File: config.mk
export PLATFORM = sky130hd
export DESIGN_NAME = seg14_marquee_ctrl
export DESIGN_NICKNAME = d
export VERILOG_FILES = /design/src/rtl/seg14_pkg.sv /design/src/rtl/seg14_font.sv /design/src/rtl/seg14_marquee_ctrl.sv
export SDC_FILE = /design/constraint.sdc
export NUM_CORES = 1
export LEC_CHECK = 0
export BUFFER_PORTS_ARGS = -buffer_cell sky130_fd_sc_hd__buf_2
export CAP_MARGIN = 20
export CELL_PAD_IN_SITES_DETAIL_PLACEMENT = 0
export CELL_PAD_IN_SITES_GLOBAL_PLACEMENT = 1
export CORE_ASPECT_RATIO = 0.8
export CORE_MARGIN = 2
export CORE_UTILIZATION = 50
export CTS_CLUSTER_SIZE = 28
export DETAILED_ROUTE_END_ITERATION = 12
export GPL_ROUTABILITY_DRIVEN = 1
export GPL_TIMING_DRIVEN = 0
export HOLD_SLACK_MARGIN = 0.1
export PLACE_DENSITY = 0.81
export SLEW_MARGIN = 30
export SYNTH_ARGS = -nofsm -noshare
export SYNTH_HDL_FRONTEND = slang
export SYNTH_HIERARCHICAL = 1
export SYNTH_SLANG_ARGS = --single-unit
File: constraint.sdc
create_clock -name clk -period 24.8 [get_ports clk]
set_input_delay 3.72 -clock clk [delete_from_list [all_inputs] [get_ports clk]]
set_output_delay 3.72 -clock clk [all_outputs]
set_load 0.03 [all_outputs]
File: src/rtl/seg14_pkg.sv
// Shared types and constants for the 14-segment marquee controller:
// character codes, glyph ROM contents and controller state encoding.
package seg14_pkg;

    localparam int unsigned CHAR_W = 6;
    localparam int unsigned SEG_W  = 14;

    localparam logic [CHAR_W-1:0] CH_SPACE = 6'd0;
    localparam logic [CHAR_W-1:0] CH_A     = 6'd1;
    localparam logic [CHAR_W-1:0] CH_DIG0  = 6'd27;
    localparam logic [CHAR_W-1:0] CH_LAST  = 6'd36;

    // Bit 13 is segment a; order a b c d e f g1 g2 h i j k l m.
    localparam logic [SEG_W-1:0] SEG_SPACE = 14'b00000000000000;

    localparam logic [SEG_W-1:0] LETTER_ROM [26] = '{
        14'b11101111000000,  // A
        14'b11110001010010,  // B
        14'b10011100000000,  // C
        14'b11110000010010,  // D
        14'b10011110000000,  // E
        14'b10001110000000,  // F
        14'b10111101000000,  // G
        14'b01101111000000,  // H
        14'b10010000010010,  // I
        14'b01111000000000,  // J
        14'b00001110001100,  // K
        14'b00011100000000,  // L
        14'b01101100101000,  // M
        14'b01101100100100,  // N
        14'b11111100000000,  // O
        14'b11001111000000,  // P
        14'b11111100000100,  // Q
        14'b11001111000100,  // R
        14'b10110111000000,  // S
        14'b10000000010010,  // T
        14'b01111100000000,  // U
        14'b00001100001001,  // V
        14'b01101100000101,  // W
        14'b00000000101101,  // X
        14'b00000000101010,  // Y
        14'b10010000001001   // Z
    };

    localparam logic [SEG_W-1:0] DIGIT_ROM [10] = '{
        14'b11111100001001,  // 0
        14'b01100000001000,  // 1
        14'b11011011000000,  // 2
        14'b11110001000000,  // 3
        14'b01100111000000,  // 4
        14'b10010110000100,  // 5
        14'b10111111000000,  // 6
        14'b11100000000000,  // 7
        14'b11111111000000,  // 8
        14'b11110111000000   // 9
    };

    typedef enum logic [1:0] {
        ST_EMPTY   = 2'd0,
        ST_LOADING = 2'd1,
        ST_RUN     = 2'd2
    } state_e;

    typedef struct packed {
        logic [CHAR_W-1:0] code;
        logic              last;
    } wr_req_t;

endpackage

File: src/rtl/seg14_font.sv
// Combinational character-code to 14-segment glyph ROM.
// Unassigned codes (37..63) render as a blank digit.
module seg14_font
    import seg14_pkg::*;
(
    input  logic [CHAR_W-1:0] code_i,
    output logic [SEG_W-1:0]  seg_c_o
);

    always_comb begin
        seg_c_o = SEG_SPACE;
        if (code_i >= CH_A && code_i < CH_DIG0) begin
            seg_c_o = LETTER_ROM[5'(code_i - CH_A)];
        end else if (code_i >= CH_DIG0 && code_i <= CH_LAST) begin
            seg_c_o = DIGIT_ROM[4'(code_i - CH_DIG0)];
        end
    end

endmodule

File: src/rtl/seg14_marquee_ctrl.sv
// Multiplexed 14-segment marquee: buffers a host message, scans the digits
// from a prescaler and optionally scrolls the text window once per N frames.
module seg14_marquee_ctrl
    import seg14_pkg::*;
#(
    parameter int unsigned DIGITS        = 12,
    parameter int unsigned MSG_DEPTH     = 32,
    parameter int unsigned REFRESH_DIV   = 1000,
    parameter int unsigned SCROLL_FRAMES = 50
) (
    input  logic              clk,
    input  logic              rst,
    input  logic              wr_valid_i,
    input  logic [CHAR_W-1:0] wr_char_i,
    input  logic              wr_last_i,
    output logic              wr_ready_o,
    input  logic              scroll_en_i,
    output logic [DIGITS-1:0] sel_o,
    output logic [SEG_W-1:0]  segm_o,
    output logic              running_o
);

    localparam int unsigned AW   = $clog2(MSG_DEPTH);
    localparam int unsigned PW   = AW + 1;
    localparam int unsigned VW   = PW + 1;
    localparam int unsigned PRW  = $clog2(REFRESH_DIV);
    localparam int unsigned DW   = (DIGITS > 1) ? $clog2(DIGITS) : 1;
    localparam int unsigned FW   = (SCROLL_FRAMES > 1) ? $clog2(SCROLL_FRAMES) : 1;
    localparam int unsigned NRED = DIGITS / 2 + 1;

    state_e            state_q, state_d;
    logic [PRW-1:0]    presc_q, presc_d;
    logic [DW-1:0]     dig_q, dig_d;
    logic [FW-1:0]     frame_q, frame_d;
    logic [PW-1:0]     pos_q, pos_d;
    logic [PW-1:0]     len_q, len_d;
    logic [PW-1:0]     wr_idx_q, wr_idx_d;
    logic [CHAR_W-1:0] msg_q [MSG_DEPTH];
    logic [DIGITS-1:0] sel_q, sel_d;
    logic [SEG_W-1:0]  segm_q, segm_d;
    logic              running_q, running_d;
    logic              wr_ready_q;

    wr_req_t           wr_req;
    logic              wr_acc;
    logic              commit;
    logic [PW-1:0]     wr_slot;
    logic              tick;
    logic              frame_end;
    logic              frame_last;
    logic [VW-1:0]     vsum, vidx, lenp1;
    logic [CHAR_W-1:0] char_c;
    logic [SEG_W-1:0]  font_seg;
    logic              show;

    assign wr_req     = '{code: wr_char_i, last: wr_last_i};
    assign wr_acc     = wr_valid_i && wr_ready_q;
    assign wr_slot    = (state_q == ST_LOADING) ? wr_idx_q : '0;
    assign commit     = wr_acc && (wr_req.last || wr_slot == PW'(MSG_DEPTH - 1));
    assign tick       = (presc_q == PRW'(REFRESH_DIV - 1));
    assign frame_end  = tick && (dig_q == DW'(DIGITS - 1));
    assign frame_last = (frame_q == FW'(SCROLL_FRAMES - 1));

    // State register
    always_ff @(posedge clk) begin
        if (rst) begin
            state_q <= ST_EMPTY;
        end else begin
            state_q <= state_d;
        end
    end

    // Next state: any accepted write either continues loading or commits
    always_comb begin
        state_d = state_q;
        if (wr_acc) begin
            state_d = commit ? ST_RUN : ST_LOADING;
        end
    end

    // Scan counters, scroll position and write pointer; commit overrides a scroll step
    always_comb begin
        presc_d  = presc_q + PRW'(1);
        dig_d    = dig_q;
        frame_d  = frame_q;
        pos_d    = pos_q;
        len_d    = len_q;
        wr_idx_d = wr_idx_q;
        if (tick) begin
            presc_d = '0;
            dig_d   = frame_end ? '0 : dig_q + DW'(1);
        end
        if (frame_end) begin
            frame_d = frame_last ? '0 : frame_q + FW'(1);
        end
        if (frame_end && frame_last && scroll_en_i) begin
            pos_d = (pos_q == len_q) ? '0 : pos_q + PW'(1);
        end
        if (wr_acc) begin
            wr_idx_d = wr_slot + PW'(1);
        end
        if (commit) begin
            len_d   = wr_slot + PW'(1);
            pos_d   = '0;
            frame_d = '0;
        end
    end

    always_ff @(posedge clk) begin
        if (rst) begin
            presc_q    <= '0;
            dig_q      <= '0;
            frame_q    <= '0;
            pos_q      <= '0;
            len_q      <= '0;
            wr_idx_q   <= '0;
            wr_ready_q <= 1'b0;
        end else begin
            presc_q    <= presc_d;
            dig_q      <= dig_d;
            frame_q    <= frame_d;
            pos_q      <= pos_d;
            len_q      <= len_d;
            wr_idx_q   <= wr_idx_d;
            wr_ready_q <= 1'b1;
        end
    end

    always_ff @(posedge clk) begin
        if (wr_acc) begin
            msg_q[wr_slot[AW-1:0]] <= wr_req.code;
        end
    end

    // Virtual index: a short message can wrap several times across the window,
    // so the modulo is a short chain of compare-and-subtract stages.
    always_comb begin
        vsum  = scroll_en_i ? (VW'(pos_q) + VW'(dig_q)) : VW'(dig_q);
        lenp1 = VW'(len_q) + VW'(1);
        vidx  = vsum;
        if (scroll_en_i) begin
            for (int unsigned i = 0; i < NRED; i++) begin
                if (vidx >= lenp1) begin
                    vidx = vidx - lenp1;
                end
            end
        end
        char_c = (vidx < VW'(len_q)) ? msg_q[vidx[AW-1:0]] : CH_SPACE;
    end

    seg14_font u_font (
        .code_i  (char_c),
        .seg_c_o (font_seg)
    );

    // Outputs: blank outside RUN and on the edge of any accepted write
    always_comb begin
        show      = (state_q == ST_RUN) && !wr_acc;
        sel_d     = show ? (DIGITS'(1) << dig_q) : '0;
        segm_d    = show ? font_seg : '0;
        running_d = (state_d == ST_RUN);
    end

    always_ff @(posedge clk) begin
        if (rst) begin
            sel_q     <= '0;
            segm_q    <= '0;
            running_q <= 1'b0;
        end else begin
            sel_q     <= sel_d;
            segm_q    <= segm_d;
            running_q <= running_d;
        end
    end

    assign sel_o      = sel_q;
    assign segm_o     = segm_q;
    assign running_o  = running_q;
    assign wr_ready_o = wr_ready_q;

endmodule

==> results of run 1 <==
-- stage by stage --
step           hold slack [ns]  setup WS, ns
2_1_floorplan           0.4299         3.845
3_3_place_gp            0.4475       -0.9027
3_5_place_dp            0.4509       -0.5235
4_1_cts                 0.4639        0.1050
5_1_grt                 0.5088      -0.03520
6_report                0.4579         1.324
-- cells by family after synthesis --
kind of cell / count (synthesis)
AO/OA/AOI/OAI: 396
XOR/XNOR: 59
adder cells (fa/ha/maj): 99
buffers and inverters: 124
flip-flops: 260
multiplexers: 51
AND/OR/NAND/NOR: 511
-- final timing paths --
kind                                   end  slack, ns  cells past startpoint
worst min-delay path            presc_q[0]       0.46                      1
worst max-delay path             segm_o[6]       1.32                     81
worst max register to register   segm_o[6]       3.61                     84
worst min register to register  presc_q[0]       0.46                      1
-- layout by cell type (no fill, tap or decap), drive strengths merged, types with 9 or more instances in the layout --
master,count
o21a,21
ha,91
xor2,23
xnor2,36
nand3,52
a21o,15
a211oi,13
clkbuf,71
clkinv,10
o31a,13
edfxtp,192
buf,67
and3,38
dfxtp,68
nor3,24
or3,13
nand4,11
mux2i,40
inv,58
a22oi,13
nand2b,9
nand2,151
nor2b,29
o21ai,94
o211ai,13
a32oi,17
a221oi,10
nor2,137
o221ai,14
mux2,11
a21oi,98
a31oi,13
and2,24
-- critical path, delay by kind of cell --
| family | cells | cell delay [ns] |
|---|---|---|
| muxes | 1 | 0.33 |
| and+or+nand+nor | 19 | 3.46 |
| adders and majority gates | 12 | 4.12 |
| buffers and inverters | 15 | 2.84 |
| AOI/OAI and AO/OA | 34 | 9.40 |
-- registers in the layout, indices dropped and copies added, names as in the netlist --
signal and cells:
dig_q 4, sel_o 12, running_o 1, state_q 2, presc_q 10, frame_q 6
msg_q 192, len_q 6, pos_q 6, wr_idx_q 6, wr_ready_o 1, segm_o 14
-- layout make-up --
| type | instances | area [um2] | share of cell area |
|---|---|---|---|
| well taps | 406 | 508.0 | 0.03014 |
| plain buffers | 65 | 314.1 | 0.01863 |
| clock inverters | 13 | 166.4 | 0.009874 |
| flip-flops and latches | 260 | 7127 | 0.4229 |
| clock buffers | 34 | 730.7 | 0.04336 |
| repair buffers | 39 | 197.7 | 0.01173 |
| inverters | 58 | 217.7 | 0.01292 |
| multi-input cells | 1116 | 7592 | 0.4505 |
-- what timing repair did --
action | in CTS | in global routing
pin swaps | 0 | 0
hold buffers | 0 | 0
resized for setup | 1 | 22
endpoints found under the setup margin | 1 | 14
-- layer usage --
layer,vias up,track usage
met5,-,0
li1,5693,-
met4,0,0.06445
met3,68,0.04520
met2,438,0.3861
met1,5722,0.3817
==> run metrics, run 1 <==
global route overflow=0; Num Clock Sinks=260; width of the die=just under 200 um; DRT antenna net count=0; simple logic cell fraction of the synthesized area=0.1613; worst path required time=25.24 ns; Fin Setup TNS=0 ns; top cells by area, synth=edfxtp_1 38%, dfxtp_1 9.0%, ha_1 7.5%; vias in the first global route=between 10000 and 15000; CP startpoint=scroll_en_i; CTS clk-pin slew, worst paths=roughly 0.060 ns; Fill cells=2626; Most Frequent Cell on Critical Path=ha_1; Crit-path slowest cell=o31ai_1; layout overhead on the synthesized area=11.33%; number of DRC markers in iteration 0=between 1000 and 1500; Async SR Flop Fraction=0; Total GRT Usage=0.2561; max-cap viol count=0; TritonCTS clock tree=done; Rows=between 50 and 60; main flop type after synthesis=edfxtp_1; largest family of logic cells by synthesized area=compound AO/OA/AOI/OAI gates; synthesized cell area=about 15000 um2; layout cells sized above 1=0.1009; Worst Tran Pin Value=about 1.0 ns; post-synth top area cell=edfxtp_1; Worst-Skew Late Latency=0.57 ns; Slew HR=0.3049; core area=29570 um2; minimum clock period=23.48 ns; EDFF count, synth=about 190; synthesized instance count=1500; share of the synthesized area in the top cell type=0.3809; Post-synth top cells=192 x edfxtp_1, 149 x nand2_1, 137 x nor2_1; final instance area=16850 um2; Worst setup SP type=primary input; dpl hpwl=29.55 mm; xor/xnor share of the synthesized area=0.03562; Compound-Gate Fraction of Synth Area=0.1769; Initial Utilization=0.5120; met3 WL post-DR=a little over 3 mm; placed cell area=about 16000 um2; WL per Instance=20.33 um; Detailed Routing Iterations Pass 1=5; Root Buffer=clkbuf_16; Final Skew=about 0.028 ns; routed wire length=just over 40 mm; top-count cell post-synth=edfxtp_1; Hold Crit Class=reg -> reg; WP data arrival=roughly 24 ns; Mapped Nets=around 1600; Vias/cell=approximately 6.0; DR vias=11920; YS warnings=6; metal2 WL=~18 mm; max-slew violation count=0; Seq cells post-synth=260; H-tree depth=1; Die Span Y=between 150 and 200 um; Distinct cells, synth=78; cts bufs inserted=26; fmax=about 43 MHz; crit path max fanout=10; clock buffer depth=3; gpl congestion=0.9325; Setup Crit Path Kind=in -> reg; Syn Area/Cell=10.09 um2; status=finished, final reports clean; post-synthesis mux area share=0.03463; Setup crit end kind=flip-flop; WL met1=about 19 mm; antenna violations before repair=0; I/O pin total=39; hold path start=presc_q[0]; Worst path max stage delay=about 0.69 ns; # port buffers=38; Post-CTS Setup Inserts=0; Final Setup Violations=0; register area share after synthesis=0.4708; Adder-Cell Fraction of Synth Area=0.08579; Layout Nets=between 1500 and 2000; # DRC=0; largest net degree at the start of global routing=33; die area=31690 um2; top routing layer used=met4; Final Non-Filler Cells=roughly 2000; final cycle utilization of the critical path=0.9466; Final Hold Viols=0; RR Startpoint=dig_q[0]; # diodes=0; first-pass GRT wire length=63.33 mm; Cells after DPL=between 1500 and 2000; Core Util, Final=0.5700
Power of run 1 is left out: the tool's default activity adds up to more than one toggle a clock period on the data nets, which glitch-free logic cannot reach.
==> inputs of run 2 (changes only) <==
CORE_UTILIZATION = 54   (was 50)
PLACE_DENSITY = 0.86   (was 0.81)
clock period = 30 ns   (was 24.8 ns; I/O delays follow)
==> run 2 against run 1 <==
Against the previous run:
- sequential share of layout area grew 0.32 points
- worst hold slack gained 0.014 ns
- via count grew 1.1%
- critical endpoint unchanged
- count of clock-buffer cells in the layout shrank 3
- highest routed layer unchanged
==> run metrics, run 2 (synthesis gave the netlist of run 1 again) <==
layout overhead on the synthesized area=10.49%; RSZ-0062 raised after global routing=false; Total GRT Usage=0.2704; Rows=54; # diodes=0; Setup crit end kind=flip-flop; Most Frequent Cell on Critical Path=ha_1; # port buffers=38; antenna violations before repair=0; Root Buffer=clkbuf_16; hold bufs inserted after CTS=0; Layout Nets=~1700; dpl hpwl=roughly 29 mm; Final Hold Viols=0; final cycle utilization of the critical path=0.8664; Cells after DPL=1903; Die Span Y=153.8 um; global route overflow=0; core area=between 20000 and 30000 um2; DRT antenna net count=0; max reg flops=192; max-slew violation count=0; width of the die=about 190 um; hold path start=presc_q[0]; cts bufs inserted=26; Detailed Routing Iterations Pass 1=7; Worst setup SP type=primary input; FF-to-FF path depth=84; layout cells sized above 1=0.09148; number of DRC markers in iteration 0=1145; routed wire length=a little under 40 mm; Vias/cell=about 6.2; TritonCTS clock tree=done; # DRC=0; Final Non-Filler Cells=between 1500 and 2000; vias in the first global route=about 11000; Worst R2R Setup Slack=roughly 7.3 ns; RR Startpoint=dig_q[0]; Final Skew=0.02510 ns; H-tree depth=1; Initial Utilization=0.5519; Slew HR=0.3641; CTS clk-pin slew, worst paths=0.06 ns; Worst Tran Pin Value=0.9298 ns; minimum clock period=around 26 ns; crit path max fanout=10; Worst path max stage delay=approximately 0.63 ns; Fill cells=roughly 2300; Crit Reg-Reg Endpoint=segm_o[6]; clock buffer depth=3; Post-CTS Setup Inserts=0; WHS Path Cells=1; Fin Setup TNS=0 ns; WL per Instance=about 20 um; Final Setup Violations=0; DR vias=around 12000; Hold Crit Class=reg -> reg; first-pass GRT wire length=about 62 mm; Setup Crit Path Kind=in -> reg; Num Clock Sinks=260; worst path required time=30.44 ns; die area=29400 um2; status=finished, final reports clean; gpl congestion=0.9149; Hold EP=presc_q[0]; I/O pin total=39; fmax=between 30 and 40 MHz; Crit-path slowest cell=a2111oi_0; max-cap viol count=0; CTS resizes=0; largest net degree at the start of global routing=33; most frequent cells in the layout=192 x edfxtp_1, 149 x nand2_1, 137 x nor2_1; WP data arrival=26.43 ns; Worst-Skew Late Latency=around 0.57 ns; most common cell after layout, fill and taps aside=edfxtp_1
-- run 2: cell count changes in the layout (fill, tap and decap cells not counted), moves of 2 or more --
cell        delta
o221ai_2       -2
clkinvlp_2     +2
clkinv_4       -2
a2111oi_2      -2
clkbuf_8       -5
clkbuf_2       -5
clkinv_1       -3
clkinvlp_4     +2
o221ai_1       +2
clkinv_2       +2
clkbuf_1       +8
nor3_1         +2
-- run 2: area by class of cell --
class                   count  area (um2)  area share
plain buffers              66       311.5     0.01863
clock buffers              31       669.4     0.04002
clock inverters            15       202.7     0.01212
inverters                  58       217.7     0.01302
multi-input cells        1116        7547      0.4512
flip-flops and latches    260        7127      0.4261
well taps                 364       455.4     0.02723
repair buffers             39       195.2     0.01167
-- run 2: metal layers --
layer	vias to the layer above	wire, um	global-route usage
li1	5705	-	-
met2	501	17290	0.4118
met1	5791	18130	0.3988
met5	-	0	0
met4	0	678	0.05385
met3	58	3554	0.05912
-- run 2: metrics by stage --
stage / hold WS, ns / instance area, um2 / setup WS (ns) / util
finish: 0.4715 / 16730 / 4.007 / 0.6097
global route: 0.5007 / 16730 / 2.547 / 0.6097
CTS: 0.4734 / 16710 / 4.353 / 0.6091
detailed placement: 0.4603 / 15840 / 3.872 / 0.5773
global placement: 0.4419 / 15780 / 3.587 / 0.5754
floorplan: 0.4299 / 15140 / 8.265 / -
-- run 2: worst max path at each step --
stage	endpoint	cells past startpoint	slack (ns)	from
6_report	segm_o[6]	80	4.01	scroll_en_i
2_1_floorplan	segm_o[6]	78	8.27	scroll_en_i
3_5_place_dp	segm_o[6]	79	3.87	scroll_en_i
4_1_cts	segm_o[6]	79	4.35	scroll_en_i
3_3_place_gp	segm_o[6]	81	3.59	scroll_en_i
5_1_grt	segm_o[6]	82	2.55	scroll_en_i
-- run 2: critical path, delay by kind of cell --
kind | cells | cell delay (ns)
adders and majority gates | 11 | 3.54
AOI/OAI and AO/OA | 37 | 10.59
and+or+nand+nor | 15 | 3.44
muxes | 1 | 0.42
buffers and inverters | 16 | 3.84
Power of run 2 is left out for the same reason.
==> inputs of run 3 (changes only) <==
ABC_AREA = 1   (was default)
CORE_UTILIZATION = 53   (was 54)
PLACE_DENSITY = 0.88   (was 0.86)
==> run 3 against run 2 <==
Against the previous run:
- worst setup slack better by 6.9 ns
- die area up 3.7%
- clock skew down 0.0025 ns
- fmax up 36%
- worst hold slack worse by 0.019 ns
- wire length down 0.88%
- flip-flop and latch count unchanged
- non-clock buffer count down 5
- critical endpoint is now segm_o[2]
==> run metrics, run 3 <==
max-slew violation count=0; core area=around 28000 um2; vias in the first global route=11790; Layout Nets=between 1500 and 2000; number of DRC markers in iteration 0=roughly 1200; YS warnings=6; final cycle utilization of the critical path=0.6350; CTS clk-pin slew, worst paths=about 0.050 ns; Crit Reg-Reg Endpoint=segm_o[2]; Setup Crit Path Kind=in -> reg; Syn Area/Cell=between 8 and 9 um2; routed wire length=approximately 40 mm; Mapped Nets=1907; die area=approximately 30000 um2; layout cells sized above 1=0.1109; TritonCTS clock tree=done; max reg flops=about 190; Fin Setup TNS=0 ns; Detailed Routing Iterations Pass 1=5; Register Area=just over 7000 um2; DRT antenna net count=0; Setup crit end kind=flip-flop; # DRC=0; area of the multi-input gates=about 7000 um2; first-pass GRT wire length=62.78 mm; Seq cells post-synth=260; most common cell after layout, fill and taps aside=nand2_1; fmax=between 50 and 60 MHz; share of the synthesized area in the top cell type=0.3740; RSZ-0062 raised after global routing=false; layout overhead on the synthesized area=10.17%; Slew HR=0.5176; top cells by area, synth=edfxtp_1 37%, nand3_1 9.9%, nand2_1 9.1%; global route overflow=0; WHS Path Cells=1; FF-to-FF path depth=just over 90; Hold EP=presc_q[0]; I/O pin total=39; Distinct cells, synth=55; Most Frequent Cell on Critical Path=nand2_1; top-count cell post-synth=nand2_1; Final Hold Viols=0; Crit-path slowest cell=nor2_1; largest net degree at the start of global routing=33; most frequent cells in the layout=375 x nand2_1, 306 x nand3_1, 192 x edfxtp_1; critical path's top delay family=adder cells; Total GRT Usage=0.2622; CP bufs+invs=16; Worst path max stage delay=approximately 0.56 ns; cts bufs inserted=27; width of the die=between 150 and 200 um; main flop type after synthesis=edfxtp_1; Fill cells=around 2600; Root Buffer=clkbuf_16; Final Skew=0.02260 ns; register area share after synthesis=0.4623; minimum clock period=between 15 and 20 ns; WL per Instance=17.43 um; hold bufs inserted after CTS=0; Async SR Flop Fraction=0; hold path start=presc_q[0]; clock buffer depth=3; Hold Crit Class=reg -> reg; Worst Tran Pin Value=~0.7 ns; # diodes=0; Vias/cell=about 5.6; RR Startpoint=dig_q[1]; # port buffers=37; Num Clock Sinks=260; Worst R2R Setup Slack=13.80 ns; DR vias=~13000; Post-synth top cells=375 x nand2_1, 306 x nand3_1, 192 x edfxtp_1; EDFF count, synth=roughly 190; antenna violations before repair=0; post-synth top area cell=edfxtp_1; gpl congestion=0.9434; CTS resizes=0; WP data arrival=around 20 ns; max-cap viol count=0; synthesized cell area=roughly 15000 um2; H-tree depth=1; synthesized instance count=1797; crit path max fanout=10; Worst setup SP type=primary input; Rows=55; Worst-Skew Late Latency=around 0.57 ns; Post-CTS Setup Inserts=0; dpl hpwl=around 29 mm; Final Setup Violations=0; status=finished, final reports clean; Die Span Y=between 150 and 200 um; worst path required time=30.42 ns; Initial Utilization=0.5424
## run 3: cell count changes in the layout (fill, tap and decap cells not counted), moves of 20 or more
cell	previous run	this run
a21oi_1	96	71
and3_1	38	1
clkbuf_1	43	15
inv_1	57	183
mux2i_1	39	0
nand2_1	149	375
nand3_1	52	306
nor2_1	137	157
nor2b_1	29	0
o21ai_0	86	47
xnor2_1	31	11
## run 3: final cells by class
class                   instances  area share
flip-flops and latches        260      0.4197
clock inverters                19     0.01260
multi-input cells            1276      0.4204
clock buffers                  31     0.04067
plain buffers                  63     0.02431
repair buffers                 37     0.01090
well taps                     370     0.02726
inverters                     198     0.04421
## run 3: per-layer routing
metal,part of all wire,track usage,vias up
met5,0,0,-
met3,0.094,0.04763,52
met4,0.016,0.05641,0
met1,0.48,0.3990,5831
li1,-,-,6192
met2,0.41,0.3888,488
## run 3: worst max path at each step
stage / startpoint / end / slack [ns] / cells after the start
4_1_cts: scroll_en_i / segm_o[2] / 11.11 / 89
6_report: scroll_en_i / segm_o[2] / 10.95 / 90
3_5_place_dp: scroll_en_i / segm_o[2] / 10.58 / 89
2_1_floorplan: scroll_en_i / segm_o[6] / 13.03 / 90
3_3_place_gp: scroll_en_i / segm_o[2] / 10.73 / 91
5_1_grt: scroll_en_i / segm_o[2] / 9.53 / 94
## run 3: metrics by stage
stage                 util  instance area, um2  std cells  hold slack (ns)  setup slack [ns]
CTS                 0.5973               16980       2254           0.4531             11.11
detailed placement  0.5654               16070       2204           0.4407             10.58
global placement    0.5652               16060       2204           0.4357             10.73
floorplan                -               15410       1797           0.4176             13.03
global route        0.5975               16980       2254           0.4991             9.530
finish              0.5975               16980       2254           0.4529             10.95
## run 3: cells by family after synthesis
logic type | after synthesis | share of synthesized area
adders and majority gates | 99 | 0.08425
buffers and inverters | 261 | 0.07549
AOI/OAI and AO/OA | 183 | 0.07005
DFF | 260 | 0.4623
and+or+nand+nor | 954 | 0.2842
xor gates and xnor gates | 40 | 0.02370
Power of run 3 is left out for the same reason.
